### config.mk
export PLATFORM = sky130hd
export DESIGN_NAME = laser_bank_mapper
export DESIGN_NICKNAME = d
export VERILOG_FILES = /design/src/rtl/laser_mem_pkg.sv /design/src/rtl/laser_slot_regs.sv /design/src/rtl/laser_bank_mapper.sv
export SDC_FILE = /design/constraint.sdc
export NUM_CORES = 1
export LEC_CHECK = 0
export BUFFER_PORTS_ARGS = -buffer_cell sky130_fd_sc_hd__buf_4
export CORE_UTILIZATION = 50
export DETAILED_ROUTE_END_ITERATION = 7
export PLACE_DENSITY = 0.76
export SLEW_MARGIN = 20
export SYNTH_ARGS = -nofsm -noshare
export SYNTH_HDL_FRONTEND = slang
export SYNTH_SLANG_ARGS = --single-unit
### constraint.sdc
create_clock -name clk -period 3.7 [get_ports clk]
set_input_delay 0.37 -clock clk [delete_from_list [all_inputs] [get_ports clk]]
set_output_delay 0.37 -clock clk [all_outputs]
set_load 0.01 [all_outputs]
### src/rtl/laser_mem_pkg.sv
`default_nettype none
// ============================================================================
// Package     : laser_mem_pkg
// Description : Shared types and constants for the Laser 350/500/700 memory
//               mapper. Holds the sequencer state encoding, the per-model
//               RAM window constants and the default slot-register I/O base.
// Revision    : 1.0 - initial release
// ============================================================================
package laser_mem_pkg;

  typedef enum logic [1:0] {
    IDLE     = 2'd0,
    DL_WAIT  = 2'd1,
    CPU_WAIT = 2'd2,
    DONE     = 2'd3
  } mem_state_t;

  // RAM windows per machine model (first writable page, number of pages)
  localparam int L350_RAM_FIRST_PAGE = 4;
  localparam int L350_RAM_PAGES      = 1;
  localparam int L500_RAM_FIRST_PAGE = 4;
  localparam int L500_RAM_PAGES      = 4;
  localparam int L700_RAM_FIRST_PAGE = 4;
  localparam int L700_RAM_PAGES      = 8;

  localparam logic [7:0] DEFAULT_IO_PORT_BASE = 8'h40;

endpackage
`default_nettype wire

### src/rtl/laser_slot_regs.sv
`default_nettype none
// ============================================================================
// Module      : laser_slot_regs
// Description : Slot page register file with Z80 I/O decode and readback.
//               Slot i lives at I/O port IO_PORT_BASE+i.
// Revision    : 1.0 - initial release
// Ports       : clk, reset_n        - clock, async active-low reset
//               io_port, io_wdata   - I/O port number and write data
//               iorq_n/rd_n/wr_n/m1_n - Z80 bus strobes
//               slot                - slot selected by the memory address
//               page                - page register of that slot
//               io_sel, io_rdata    - I/O read hit and readback byte
// ============================================================================
module laser_slot_regs
  import laser_mem_pkg::*;
#(
  parameter int         NUM_SLOTS    = 4,
  parameter int         PAGE_BITS    = 4,
  parameter logic [7:0] IO_PORT_BASE = DEFAULT_IO_PORT_BASE,
  localparam int        SLOT_BITS    = $clog2(NUM_SLOTS)
) (
  input  logic                 clk,
  input  logic                 reset_n,
  input  logic [7:0]           io_port,
  input  logic [PAGE_BITS-1:0] io_wdata,
  input  logic                 iorq_n,
  input  logic                 rd_n,
  input  logic                 wr_n,
  input  logic                 m1_n,
  input  logic [SLOT_BITS-1:0] slot,
  output logic [PAGE_BITS-1:0] page,
  output logic                 io_sel,
  output logic [7:0]           io_rdata
);

  logic [PAGE_BITS-1:0] pages [NUM_SLOTS];
  logic                 loaded;
  logic [8:0]           port_ofs;
  logic                 hit;
  logic [SLOT_BITS-1:0] idx;
  logic                 io_cycle;
  logic                 wr_hit;

  // Ports below the base wrap to >= 256 in 9 bits, so one compare covers
  // both ends of the window.
  assign port_ofs = {1'b0, io_port} - {1'b0, IO_PORT_BASE};
  assign hit      = (port_ofs < 9'(NUM_SLOTS));
  assign idx      = port_ofs[SLOT_BITS-1:0];
  assign io_cycle = !iorq_n && m1_n;
  // Only the first qualifying cycle of an IORQ assertion loads the register.
  assign wr_hit   = io_cycle && !wr_n && hit && !loaded;
  assign io_sel   = io_cycle && !rd_n && hit;
  assign page     = pages[slot];

  always_comb begin
    io_rdata                = '0;
    io_rdata[PAGE_BITS-1:0] = pages[idx];
  end

  always_ff @(posedge clk or negedge reset_n) begin
    if (!reset_n) begin
      loaded <= 1'b0;
      for (int i = 0; i < NUM_SLOTS; i++) pages[i] <= '0;
    end else begin
      if (iorq_n)      loaded <= 1'b0;
      else if (wr_hit) loaded <= 1'b1;
      if (wr_hit) pages[idx] <= io_wdata;
    end
  end

endmodule
`default_nettype wire

### src/rtl/laser_bank_mapper.sv
`default_nettype none
// ============================================================================
// Module      : laser_bank_mapper
// Description : Memory mapper and SDRAM request sequencer for the Laser
//               350/500/700. Maps Z80 addresses through slot page registers,
//               write-protects non-RAM pages, drives WAIT_n from a req/ack
//               handshake and gives data_io downloads priority through a
//               one-entry holding buffer.
// Revision    : 1.0 - initial release
// Ports       : clk, reset_n                 - clock, async active-low reset
//               cpu_*                        - Z80 bus; cpu_din/wait_n/io_sel out
//               dl_wr/dl_addr/dl_data        - download byte strobe
//               dl_busy, dl_overrun          - buffer occupied / byte dropped
//               mem_req/we/addr/wdata        - SDRAM request (level)
//               mem_rdata, mem_ack           - SDRAM completion
//               rom_wr_err                   - suppressed ROM write pulse
// ============================================================================
module laser_bank_mapper
  import laser_mem_pkg::*;
#(
  parameter int         NUM_SLOTS      = 4,
  parameter int         PAGE_BITS      = 4,
  parameter int         PHYS_ADDR_W    = 25,
  parameter int         RAM_FIRST_PAGE = L500_RAM_FIRST_PAGE,
  parameter int         RAM_PAGES      = L500_RAM_PAGES,
  parameter logic [7:0] IO_PORT_BASE   = DEFAULT_IO_PORT_BASE
) (
  input  logic                   clk,
  input  logic                   reset_n,
  input  logic [15:0]            cpu_addr,
  input  logic [7:0]             cpu_dout,
  input  logic                   cpu_mreq_n,
  input  logic                   cpu_iorq_n,
  input  logic                   cpu_rd_n,
  input  logic                   cpu_wr_n,
  input  logic                   cpu_m1_n,
  output logic [7:0]             cpu_din,
  output logic                   cpu_wait_n,
  output logic                   io_sel,
  input  logic                   dl_wr,
  input  logic [PHYS_ADDR_W-1:0] dl_addr,
  input  logic [7:0]             dl_data,
  output logic                   dl_busy,
  output logic                   dl_overrun,
  output logic                   mem_req,
  output logic                   mem_we,
  output logic [PHYS_ADDR_W-1:0] mem_addr,
  output logic [7:0]             mem_wdata,
  input  logic [7:0]             mem_rdata,
  input  logic                   mem_ack,
  output logic                   rom_wr_err
);

  localparam int SLOT_BITS = $clog2(NUM_SLOTS);
  localparam int OFS_BITS  = 16 - SLOT_BITS;
  // One extra bit so the upper window bound cannot wrap.
  localparam logic [PAGE_BITS:0] RAM_LO = (PAGE_BITS+1)'(RAM_FIRST_PAGE);
  localparam logic [PAGE_BITS:0] RAM_HI = (PAGE_BITS+1)'(RAM_FIRST_PAGE + RAM_PAGES);

  mem_state_t             state, state_nx;
  logic [SLOT_BITS-1:0]   slot;
  logic [PAGE_BITS-1:0]   page;
  logic [PAGE_BITS:0]     page_ext;
  logic                   is_ram;
  logic [PHYS_ADDR_W-1:0] phys;
  logic [7:0]             io_rdata;
  logic                   served, served_nx;
  logic                   access;
  logic [7:0]             din_q, din_nx;
  logic                   req_nx, we_nx;
  logic [PHYS_ADDR_W-1:0] addr_nx;
  logic [7:0]             wdata_nx;
  logic                   rom_err_nx;
  logic [PHYS_ADDR_W-1:0] dl_addr_q;
  logic [7:0]             dl_data_q;
  logic                   dl_clear, dl_accept, busy_nx, overrun_nx;

  laser_slot_regs #(
    .NUM_SLOTS    (NUM_SLOTS),
    .PAGE_BITS    (PAGE_BITS),
    .IO_PORT_BASE (IO_PORT_BASE)
  ) u_slot_regs (
    .clk      (clk),
    .reset_n  (reset_n),
    .io_port  (cpu_addr[7:0]),
    .io_wdata (cpu_dout[PAGE_BITS-1:0]),
    .iorq_n   (cpu_iorq_n),
    .rd_n     (cpu_rd_n),
    .wr_n     (cpu_wr_n),
    .m1_n     (cpu_m1_n),
    .slot     (slot),
    .page     (page),
    .io_sel   (io_sel),
    .io_rdata (io_rdata)
  );

  assign slot     = cpu_addr[15:OFS_BITS];
  assign page_ext = {1'b0, page};
  assign is_ram   = (page_ext >= RAM_LO) && (page_ext < RAM_HI);

  always_comb begin
    phys = '0;
    phys[PAGE_BITS+OFS_BITS-1:0] = {page, cpu_addr[OFS_BITS-1:0]};
  end

  assign access     = !cpu_mreq_n && (!cpu_rd_n || !cpu_wr_n) && !served;
  // Reset releases WAIT at once even if the CPU still holds MREQ.
  assign cpu_wait_n = !(reset_n && access && (state != DONE));
  assign cpu_din    = io_sel ? io_rdata : din_q;

  always_comb begin
    state_nx   = state;
    req_nx     = mem_req;
    we_nx      = mem_we;
    addr_nx    = mem_addr;
    wdata_nx   = mem_wdata;
    din_nx     = din_q;
    served_nx  = served;
    rom_err_nx = 1'b0;
    dl_clear   = 1'b0;
    unique case (state)
      IDLE: begin
        // A byte arriving this cycle is issued straight from the input so a
        // simultaneous CPU access still loses arbitration.
        if (dl_busy || dl_wr) begin
          req_nx   = 1'b1;
          we_nx    = 1'b1;
          addr_nx  = dl_busy ? dl_addr_q : dl_addr;
          wdata_nx = dl_busy ? dl_data_q : dl_data;
          state_nx = DL_WAIT;
        end else if (access && !cpu_wr_n && !is_ram) begin
          rom_err_nx = 1'b1;
          served_nx  = 1'b1;
          state_nx   = DONE;
        end else if (access) begin
          req_nx   = 1'b1;
          we_nx    = !cpu_wr_n;
          addr_nx  = phys;
          wdata_nx = cpu_dout;
          state_nx = CPU_WAIT;
        end
      end
      DL_WAIT: begin
        if (mem_ack) begin
          req_nx   = 1'b0;
          dl_clear = 1'b1;
          state_nx = IDLE;
        end
      end
      CPU_WAIT: begin
        if (mem_ack) begin
          req_nx    = 1'b0;
          served_nx = 1'b1;
          if (!mem_we) din_nx = mem_rdata;
          state_nx  = DONE;
        end
      end
      DONE: begin
        if (cpu_mreq_n) state_nx = IDLE;
      end
      default: state_nx = IDLE;
    endcase
    if (cpu_mreq_n) served_nx = 1'b0;
  end

  // Holding buffer: a slot freed by this cycle's ack may be refilled at once.
  assign dl_accept  = dl_wr && (!dl_busy || dl_clear);
  assign busy_nx    = dl_accept ? 1'b1 : (dl_clear ? 1'b0 : dl_busy);
  assign overrun_nx = dl_wr && dl_busy && !dl_clear;

  always_ff @(posedge clk or negedge reset_n) begin
    if (!reset_n) begin
      state      <= IDLE;
      mem_req    <= 1'b0;
      mem_we     <= 1'b0;
      mem_addr   <= '0;
      mem_wdata  <= '0;
      din_q      <= 8'hFF;
      served     <= 1'b0;
      rom_wr_err <= 1'b0;
      dl_busy    <= 1'b0;
      dl_overrun <= 1'b0;
      dl_addr_q  <= '0;
      dl_data_q  <= '0;
    end else begin
      state      <= state_nx;
      mem_req    <= req_nx;
      mem_we     <= we_nx;
      mem_addr   <= addr_nx;
      mem_wdata  <= wdata_nx;
      din_q      <= din_nx;
      served     <= served_nx;
      rom_wr_err <= rom_err_nx;
      dl_busy    <= busy_nx;
      dl_overrun <= overrun_nx;
      if (dl_accept) begin
        dl_addr_q <= dl_addr;
        dl_data_q <= dl_data;
      end
    end
  end

endmodule
`default_nettype wire

==> results.md, run 1 <==
* Crit path cell chain: buf_4 -> nor4b_1 -> and2_1 -> nor2b_1 -> mux2_2 -> buf_4
* Fin crit share at 70.9%
* M1 WL at 4.74 mm
* Arrival time worst endpoint at 2.25 ns
* CTS max path bufs at 2
* H-Tree Level Count at 3
* Pwr dens at 700 nW/um2
* Post-CTS Resized at 0
* Post-DP Area at 5830 um2
* CP max FO at 9
* Cts hold-fix bufs at 0
* IO Port Bufs at 121
* Unique masters post-synth at 39
* WHS at 0.00721 ns
* Tmin final at 2.62 ns
* Warnings from Yosys at 0
* Crit Path Class: in2out
* Mean post-synth cell area at 13.0 um2
* Root Driver: clkbuf_8
* Hold Violations, Final at 0
* CP Capture Type: output port
* Rows at 35
* Max Slew Vio Count at 0
* Area leader, netlist: dfrtp_1
* Post-synthesis async set-or-reset flop share at 100%
* RSZ-0062 raised after global routing: false
* CTS tree: yes
* Setup WS pre-CTS at 1.05 ns
* Synth top area share at 47.0%
* Final net count at 566
* First-pass GRT wire length at 17.0 mm
* Final worst-path setup slack at 1.08 ns
* Status: finished, final reports clean
* MaxCap Viol Count at 0
* Total Power at 4.22 mW
* Inserted Clock Buffers at 9
* CP Buf/Inv Count at 2
* Slew margin rel. at 39.9%
* First-pass iteration count of the detailed router at 4
* Largest net degree at the start of global routing at 59
* Sequential area share after synthesis at 51.4%
* Mapped Cells at 372
* DP Cell Count at 605
* Slowest-stage cell, CP: nor2b_1
* Post-DRT Antenna Nets at 0
* LEAKAGE at 2.88 nW
* Main synth FF type: dfrtp_1
* Postcts setup bufs at 0
* Clk pin slew, worst setup/hold paths at 0.09 ns
* Hold Crit Class: in2async
* DR iter-0 viols at 114
* Vias at 3338
* FF-to-FF End: mem_addr[5]$_DFFE_PN0P_
* Initial antenna violation count at 0
* Tot GR Track Use at 21.8%
* Post-synth EDFFs at 0
* Final Skew at 0.00765 ns
* Startpoint Class: primary input
* Most frequent CP cell: buf_4
* Vias in the first global route at 3360
* Setup_tns at 0 ns
* Synth top area cells: dfrtp_1, mux2_2, mux2i_1
* Worst-skew pair later-pin latency at 0.35 ns
* Layout cells sized above 1 at 51.2%
* Cell area after synthesis at 4840 um2
* Area of the core at 9330 um2
* Chip height at 100 um
* # IOs at 122
* Tightest Pin Transition at 0.901 ns
* Die W at 100 um
* Met3 WL post-DR at 364 um
* DR WL met2 at 5.22 mm
* Worst IR Drop VDD at 0.348 mV
* Final Non-Filler Cells at 621
* Routed vias/inst at 5.38
* Gpl congestion at 0.813
* Clock sinks at 99
* DRC viols at 0
* DIE AREA at 10100 um2
* Worst R2R Path Depth at 5
* Delay-heaviest family, CP: simple AND/OR/NAND/NOR gates
* Ant diodes at 0
* Worst r2r src: u_slot_regs.pages[3]$_DFFE_PN0P_
* Crit-path max cell delay at 0.57 ns
* Final wirelength at 10.5 mm
* Wire per inst at 16.9 um
* Final instance area at 6030 um2
* Area delta synth->final at 24.5%
* Syn_nets at 451
* Register-to-register setup slack at 1.31 ns
* Total gr overflow at 0
* Top layer in use: met4
* Hpwl dp at 7.48 mm
* Worst path required time at 3.33 ns
* Fin util at 64.6%
* Highest Clock Rate at 381 MHz
* Endpoints failing setup at 0
* Initial core utilization at 51.9%
* #FFs+latches synth at 99
## metal layers
layer	GRT usage [%]	vias up
met3	2.72	12
met2	36.6	85
met1	29.5	1670
met5	0	-
met4	7.02	0
li1	-	1571
## worst register-to-register path, delay by kind of cell (launching register included)
kind,cells,cell delay [ns]
flip-flops,1,0.40
AND/OR/NAND/NOR,1,0.19
multiplexers,2,0.91
buffers and inverters,1,0.43
AO/OA/AOI/OAI,1,0.36
## report_power, final
part / total, mW / internal (mW) / switching [mW]
logic: 1.77 / 1.02 / 0.752
registers: 1.76 / 1.53 / 0.224
clock network: 0.689 / 0.331 / 0.358
## logic make-up after synthesis
family	Yosys count	synth area share [%]
AO/OA/AOI/OAI	46	5.97
multiplexers	131	31.9
buffers and inverters	27	2.74
AND/OR/NAND/NOR	64	6.69
adder cells (fa/ha/maj)	5	1.29
flip-flops	99	51.4
## layout by cell type (no fill, tap or decap), types with 7 or more instances in the layout
cell type  count
nand2_1       32
dfstp_2        8
mux2_2        94
nor2_1         7
buf_4        124
dfrtp_1       90
inv_1          7
o21ai_0       28
clkbuf_8      10
mux2i_1       28
## worst max path at each step
stage,start,endpoint,slack [ns],cells past startpoint
after floorplan,cpu_addr[7],cpu_din[0],1.76,5
after global placement,cpu_addr[7],cpu_din[3],1.06,6
after detailed placement,cpu_addr[3],cpu_din[0],1.05,6
after CTS,cpu_addr[3],cpu_din[0],1.05,6
after global routing,cpu_addr[3],cpu_din[0],0.90,6
final,cpu_addr[3],cpu_din[0],1.08,6
## cell usage after synthesis, types with 2 or more instances
cell type   n
nor2b_1     6
o21ai_0    28
o31ai_1     2
nor3_1      3
and2_1      2
nor2_1      7
mux2i_1    28
a22o_1      5
a21oi_1     3
buf_2       7
o22ai_1     2
dfrtp_1    91
dfstp_2     8
nand2b_1    2
nand2_1    32
inv_1       7
clkbuf_1   10
ha_1        5
mux4_2      5
nor4b_1     2
buf_6       3
mux2_2     94
mux4_1      3
nand3b_1    2
## area by class of cell
type                            instances  area [um2]
Multi-Input combinational cell        246        2220
Fill cell                             751        3300
Inverter                                7        26.3
Clock inverter                          4        50.0
Clock buffer                           12         145
Tap cell                              129         161
Timing Repair Buffer                  124         931
Sequential cell                        99        2490
## flip-flops by register name, summed over array words and instances (netlist names), 2 cells and up
signal             count
dl_addr_q             25
mem_addr              25
u_slot_regs.pages     16
din_q                  8
dl_data_q              8
mem_wdata              8
state                  2
Power figures use the tool's default switching activity.
==> run 2, diff against run 1 <==
- clock period: 3.7 -> 2.7 ns (I/O delays scaled with it)
==> results.md, run 2 (synthesis gave the netlist of run 1 again) <==
* Wire per inst at 16.9 um (+0.39%)
* Pwr dens at 962 nW/um2 (+38%)
* CP Depth at 7 (+1)
* Commonest non-fill, non-tap cell in the layout: buf_4
* Final Skew at 0.00899 ns (+0.00134 ns)
* Worst IR Drop VDD at 0.444 mV (+28%)
* Crit Path Class: in2out
* Clock sinks at 99 (unchanged)
* Hold Violations, Final at 0 (unchanged)
* RSZ-0062 raised after global routing: false
* Hpwl dp at 7.48 mm (about the same)
* Most frequent cells in the layout: buf_4, mux2_2, dfrtp_1, nand2_1
* Root Driver: clkbuf_8
* Die W at 100 um (unchanged)
* # IOs at 122 (unchanged)
* Total Power at 5.86 mW (+39%)
* Max Slew Vio Count at 0 (unchanged)
* Post-CTS Resized at 0 (unchanged)
* CP max FO at 9 (unchanged)
* Crit-path max cell delay at 0.51 ns (-0.06 ns)
* Final wirelength at 10.5 mm (+0.72%)
* Slew margin rel. at 53.1% (+13 points)
* Cts hold-fix bufs at 0 (unchanged)
* Vias at 3323 (-0.45%)
* First-pass iteration count of the detailed router at 4 (unchanged)
* Register-to-register setup slack at 0.51 ns (-0.80 ns)
* Area of the core at 9330 um2 (unchanged)
* CTS max path bufs at 2 (unchanged)
* Status: finished, final reports clean
* Tmin final at 2.27 ns
* Slowest-stage cell, CP: nor4b_1
* MaxCap Viol Count at 0 (unchanged)
* Gpl congestion at 0.806 (-0.84%)
* Startpoint Class: primary input
* Clk pin slew, worst setup/hold paths at 0.09 ns (about the same)
* Largest net degree at the start of global routing at 100 (+69%)
* DIE AREA at 10100 um2 (unchanged)
* First-pass GRT wire length at 17.2 mm (+1.3%)
* Layout cells sized above 1 at 51.8% (+0.60 points)
* Postcts setup bufs at 0 (unchanged)
* Worst R2R Path Depth at 5 (unchanged)
* Hold Crit Class: in2async
* CP Capture Type: output port
* Worst path required time at 2.43 ns (-0.90 ns)
* Tot GR Track Use at 22.3% (+0.53 points)
* Final net count at 568 (+0.35%)
* Fin crit share at 84.2%
* DR iter-0 viols at 76 (-33%)
* Area delta synth->final at 25.7%
* Initial antenna violation count at 0 (unchanged)
* LEAKAGE at 2.92 nW (+1.2%)
* Crit path cell chain: buf_4 -> nor4b_1 -> and2_1 -> nor2b_1 -> buf_4 -> mux2_2 -> buf_4
* Most frequent CP cell: buf_4
* Arrival time worst endpoint at 2.00 ns (-0.25 ns)
* Delay-heaviest family, CP: simple AND/OR/NAND/NOR gates
* CTS tree: yes
* Worst-skew pair later-pin latency at 0.36 ns (about the same)
* Total gr overflow at 0 (unchanged)
* Top flop regs: dl_addr_q x25, mem_addr x25, u_slot_regs.pages x16
* Filler cells at 742 (-1.2%)
* IO Port Bufs at 121 (unchanged)
* Post-DRT Antenna Nets at 0 (unchanged)
* Chip height at 100 um (unchanged)
* Initial core utilization at 51.9% (unchanged)
* DRC viols at 0 (unchanged)
* H-Tree Level Count at 3 (unchanged)
* CP Buf/Inv Count at 3 (+1)
* Routed vias/inst at 5.33 (-0.77%)
* Vias in the first global route at 3414 (+1.6%)
* Rows at 35 (unchanged)
* Setup_tns at 0 ns (unchanged)
* Endpoints failing setup at 0 (unchanged)
* Highest Clock Rate at 440 MHz
* Ant diodes at 0 (unchanged)
* Inserted Clock Buffers at 9 (unchanged)
* Tightest Pin Transition at 0.698 ns (-0.203 ns)
## run 2: worst reg2reg max path: stages, from the launching register on
cell and delay, ns:
dfrtp_1 0.40, mux4_2 0.49, nand2b_4 0.18, a31oi_4 0.38, buf_12 0.26, mux2_2 0.37
## run 2: per-layer routing
| metal | up-vias | GRT usage, % | part of all wire, % |
|---|---|---|---|
| li1 | 1573 | - | - |
| met1 | 1666 | 30.1 | 45 |
| met2 | 77 | 37.2 | 51 |
| met3 | 7 | 3.48 | 3.5 |
| met4 | 0 | 7.02 | 0.94 |
| met5 | - | 0 | 0 |
## run 2: stage by stage
step	std cells	hold slack (ns)	setup WS, ns	instance area [um2]	util (%)
after floorplan	372	-0.0256	0.785	4840	-
after global placement	607	0.415	0.439	5880	63.1
after detailed placement	607	0.424	0.426	5880	63.1
after CTS	623	0.0289	0.417	6090	65.2
after global routing	623	0.0450	0.324	6090	65.2
final	623	0.00774	0.425	6090	65.2
## run 2: layout make-up
| type | count | area [um2] | share of cell area (%) |
|---|---|---|---|
| Clock buffer | 10 | 138 | 2.26 |
| Inverter | 7 | 26.3 | 0.432 |
| Timing Repair Buffer | 126 | 983 | 16.2 |
| Clock inverter | 6 | 65.1 | 1.07 |
| Sequential cell | 99 | 2490 | 40.9 |
| Multi-Input combinational cell | 246 | 2220 | 36.5 |
| Tap cell | 129 | 161 | 2.65 |
## run 2: worst paths after layout
check / from / end
min in group clk: cpu_iorq_n / u_slot_regs.loaded$_DFFE_PN0P_
setup / recovery: cpu_addr[7] / cpu_din[2]
setup reg to reg: u_slot_regs.pages[3]$_DFFE_PN0P_ / mem_wdata[6]$_DFFE_PN0P_
max in group asynchronous: reset_n / din_q[6]$_DFFE_PN1P_
hold reg to reg: u_slot_regs.loaded$_DFFE_PN0P_ / u_slot_regs.loaded$_DFFE_PN0P_
hold / removal: reset_n / dl_data_q[4]$_DFFE_PN0P_
## run 2: where the power goes
group	switching [mW]	total, mW	internal (mW)
sequential	0.320	2.42	2.10
combinational	1.03	2.47	1.43
clock	0.512	0.966	0.454
==> run 3, diff against run 2 <==
- ABC_AREA: unset -> 1
- CORE_UTILIZATION: 50 -> 48
- clock period: 2.7 -> 1.9 ns (I/O delays scaled with it)
==> results.md, run 3 <==
* Most frequent cells after synthesis: nand2_1, o21ai_0, dfrtp_1
* Routed vias/inst at 5.11 (-4.2%)
* Chip height at 103 um (+2.7%)
* First-pass GRT wire length at 20.3 mm (+18%)
* Wire per inst at 14.1 um (-17%)
* Hold Crit Class: in2reg
* Ant diodes at 0 (unchanged)
* Worst-skew pair later-pin latency at 0.36 ns (about the same)
* RSZ-0062 raised after global routing: false
* Hpwl dp at 9.20 mm (+23%)
* Fin util at 63.2% (-2.0 points)
* Mean post-synth cell area at 7.70 um2 (-41%)
* Tmin final at 1.78 ns
* Post-synthesis async set-or-reset flop share at 100% (unchanged)
* Endpoints failing setup at 0 (unchanged)
* H-Tree Level Count at 3 (unchanged)
* Status: finished, final reports clean
* Sequential area share after synthesis at 50.7% (-0.67 points)
* Top flop regs: dl_addr_q x25, mem_addr x25, u_slot_regs.pages x16
* Largest net degree at the start of global routing at 54 (-46%)
* #FFs+latches synth at 99 (unchanged)
* Initial antenna violation count at 0 (unchanged)
* CTS max path bufs at 2 (unchanged)
* Die W at 103 um (+2.7%)
* Clock sinks at 99 (unchanged)
* Tot GR Track Use at 25.3% (+3.0 points)
* Root Driver: clkbuf_8
* CTS tree: yes
* Final Skew at 0.0117 ns (+0.00275 ns)
* Pwr dens at 1340 nW/um2 (+39%)
* Total gr overflow at 0 (unchanged)
* First-pass iteration count of the detailed router at 5 (+1)
* DP Cell Count at 878 (+45%)
* Register-to-register setup slack at 0.16 ns (-0.35 ns)
* Area leader, netlist: dfrtp_1
* Mapped Cells at 637 (+71%)
* Hold Violations, Final at 0 (unchanged)
* Main synth FF type: dfrtp_1
* Worst IR Drop VDD at 0.560 mV (+26%)
* Crit Path Class: in2reg
* Synth top area cells: dfrtp_1, nand2_1, o21ai_0
* Syn_nets at 716 (+59%)
* Area delta synth->final at 26.6%
* Area of the core at 9820 um2 (+5.3%)
* Cell area after synthesis at 4900 um2 (+1.3%)
* WHS at 0.0387 ns (+0.0310 ns)
* Initial core utilization at 49.9% (-1.9 points)
* Clk pin slew, worst setup/hold paths at 0.10 ns (about the same)
* Most frequent cells in the layout: nand2_1, buf_4, o21ai_0, dfrtp_1, inv_1
* Synth top area share at 46.4% (-0.61 points)
* Gpl congestion at 0.953 (+18%)
* Post-DRT Antenna Nets at 0 (unchanged)
* Fin crit share at 93.5%
* DIE AREA at 10600 um2 (+5.4%)
* Post-synth EDFFs at 0 (unchanged)
* Warnings from Yosys at 0 (unchanged)
* Final net count at 842 (+48%)
* Max Slew Vio Count at 0 (unchanged)
* Arrival time worst endpoint at 2.08 ns (+0.08 ns)
* Most frequent cell after synthesis: nand2_1
* Slew margin rel. at 63.3% (+10 points)
* LEAKAGE at 3.27 nW (+12%)
* Layout cells sized above 1 at 22.8% (-29 points)
* Final Non-Filler Cells at 901 (+45%)
* Rows at 36 (+2.9%)
* IO Port Bufs at 121 (unchanged)
* Final wirelength at 12.7 mm (+20%)
* Worst path required time at 2.21 ns (-0.22 ns)
* Worst R2R Path Depth at 7 (+2)
* Hold path cells at 2
* Tightest Pin Transition at 0.549 ns (-0.150 ns)
* Commonest non-fill, non-tap cell in the layout: nand2_1
* Unique masters post-synth at 33 (-15%)
* DRC viols at 0 (unchanged)
* Vias at 4602 (+38%)
* Inserted Clock Buffers at 9 (unchanged)
* CP Capture Type: flip-flop
* Startpoint Class: primary input
* MaxCap Viol Count at 0 (unchanged)
* CP max FO at 31 (+22)
* Vias in the first global route at 4303 (+26%)
* Highest Clock Rate at 563 MHz
* # IOs at 122 (unchanged)
* Total Power at 8.29 mW (+42%)
* DR iter-0 viols at 242 (+220%)
run 3: cell count changes in the layout (fill, tap and decap cells not counted), moves of 35 or more:
cell and change:
a21oi_1 +35, inv_1 +70, mux2_2 -92, nand2_1 +161
nor2_1 +37, o21ai_0 +80
run 3: layout make-up:
type                       count  area, um2
fill                         890       3610
sequential                    99       2490
multi-input combinational    431       1960
timing repair buffer         141       1080
inverter                      81        312
tap                          133        166
clock buffer                  10        128
clock inverter                 6       73.8
run 3: logic make-up after synthesis:
| logic type | count (synthesis) | synth area share, % |
|---|---|---|
| AOI/OAI and AO/OA | 167 | 17.5 |
| adders and majority gates | 5 | 1.28 |
| DFF | 99 | 50.7 |
| and+or+nand+nor | 256 | 20.6 |
| muxes | 2 | 0.459 |
| buffers and inverters | 108 | 9.44 |
run 3: through the flow:
step / cell area (um2) / setup slack [ns] / setup TNS, ns
3_3_place_gp: 5950 / 0.148 / 0
6_report: 6210 / 0.123 / 0
3_5_place_dp: 5950 / -0.00800 / -0.0142
2_1_floorplan: 4900 / 0.357 / 0
5_1_grt: 6210 / 0.0191 / 0
4_1_cts: 6170 / 0.0801 / 0
run 3: power breakdown:
group          switching (mW)  internal [mW]  total (mW)
clock                   0.765          0.626        1.39
combinational            2.02           1.54        3.56
sequential              0.411           2.93        3.34
total                    3.20           5.09        8.29
run 3: worst paths after layout:
check | startpoint | end
worst max-delay path | cpu_mreq_n | mem_addr[17]$_DFFE_PN0P_
worst min-delay path | cpu_iorq_n | u_slot_regs.loaded$_DFFE_PN0P_
worst max register to register | state[1]$_DFFE_PN0P_ | dl_data_q[7]$_DFFE_PN0P_
worst min register to register | din_q[0]$_DFFE_PN1P_ | din_q[0]$_DFFE_PN1P_
max in group asynchronous | reset_n | u_slot_regs.pages[11]$_DFFE_PN0P_
min in group asynchronous | reset_n | mem_addr[7]$_DFFE_PN0P_
run 3: routing by layer:
layer | track usage (%) | part of all wire, %
met5 | 0 | 0
met4 | 11.4 | 2.8
met3 | 4.47 | 7.6
met2 | 40.9 | 46
met1 | 33.4 | 44
run 3: critical path: stages:
cell and delay [ns]:
dlygate4sd3_1 0.55, buf_4 0.15, nor2_1 0.11, nand2_1 0.09, inv_1 0.08, nor2_1 0.06
nor2_1 0.17, nand2_4 0.17, inv_4 0.30, nand2_1 0.11, nand2_1 0.07
run 3: timing repair:
action	4_1_cts	5_1_grt
resized for setup	1	2
hold buffers	2	0
cloned	1	0
hold endpoints to repair	17	0
buffers inserted	0	4
pin swaps	1	1
endpoints found under the setup margin	5	31
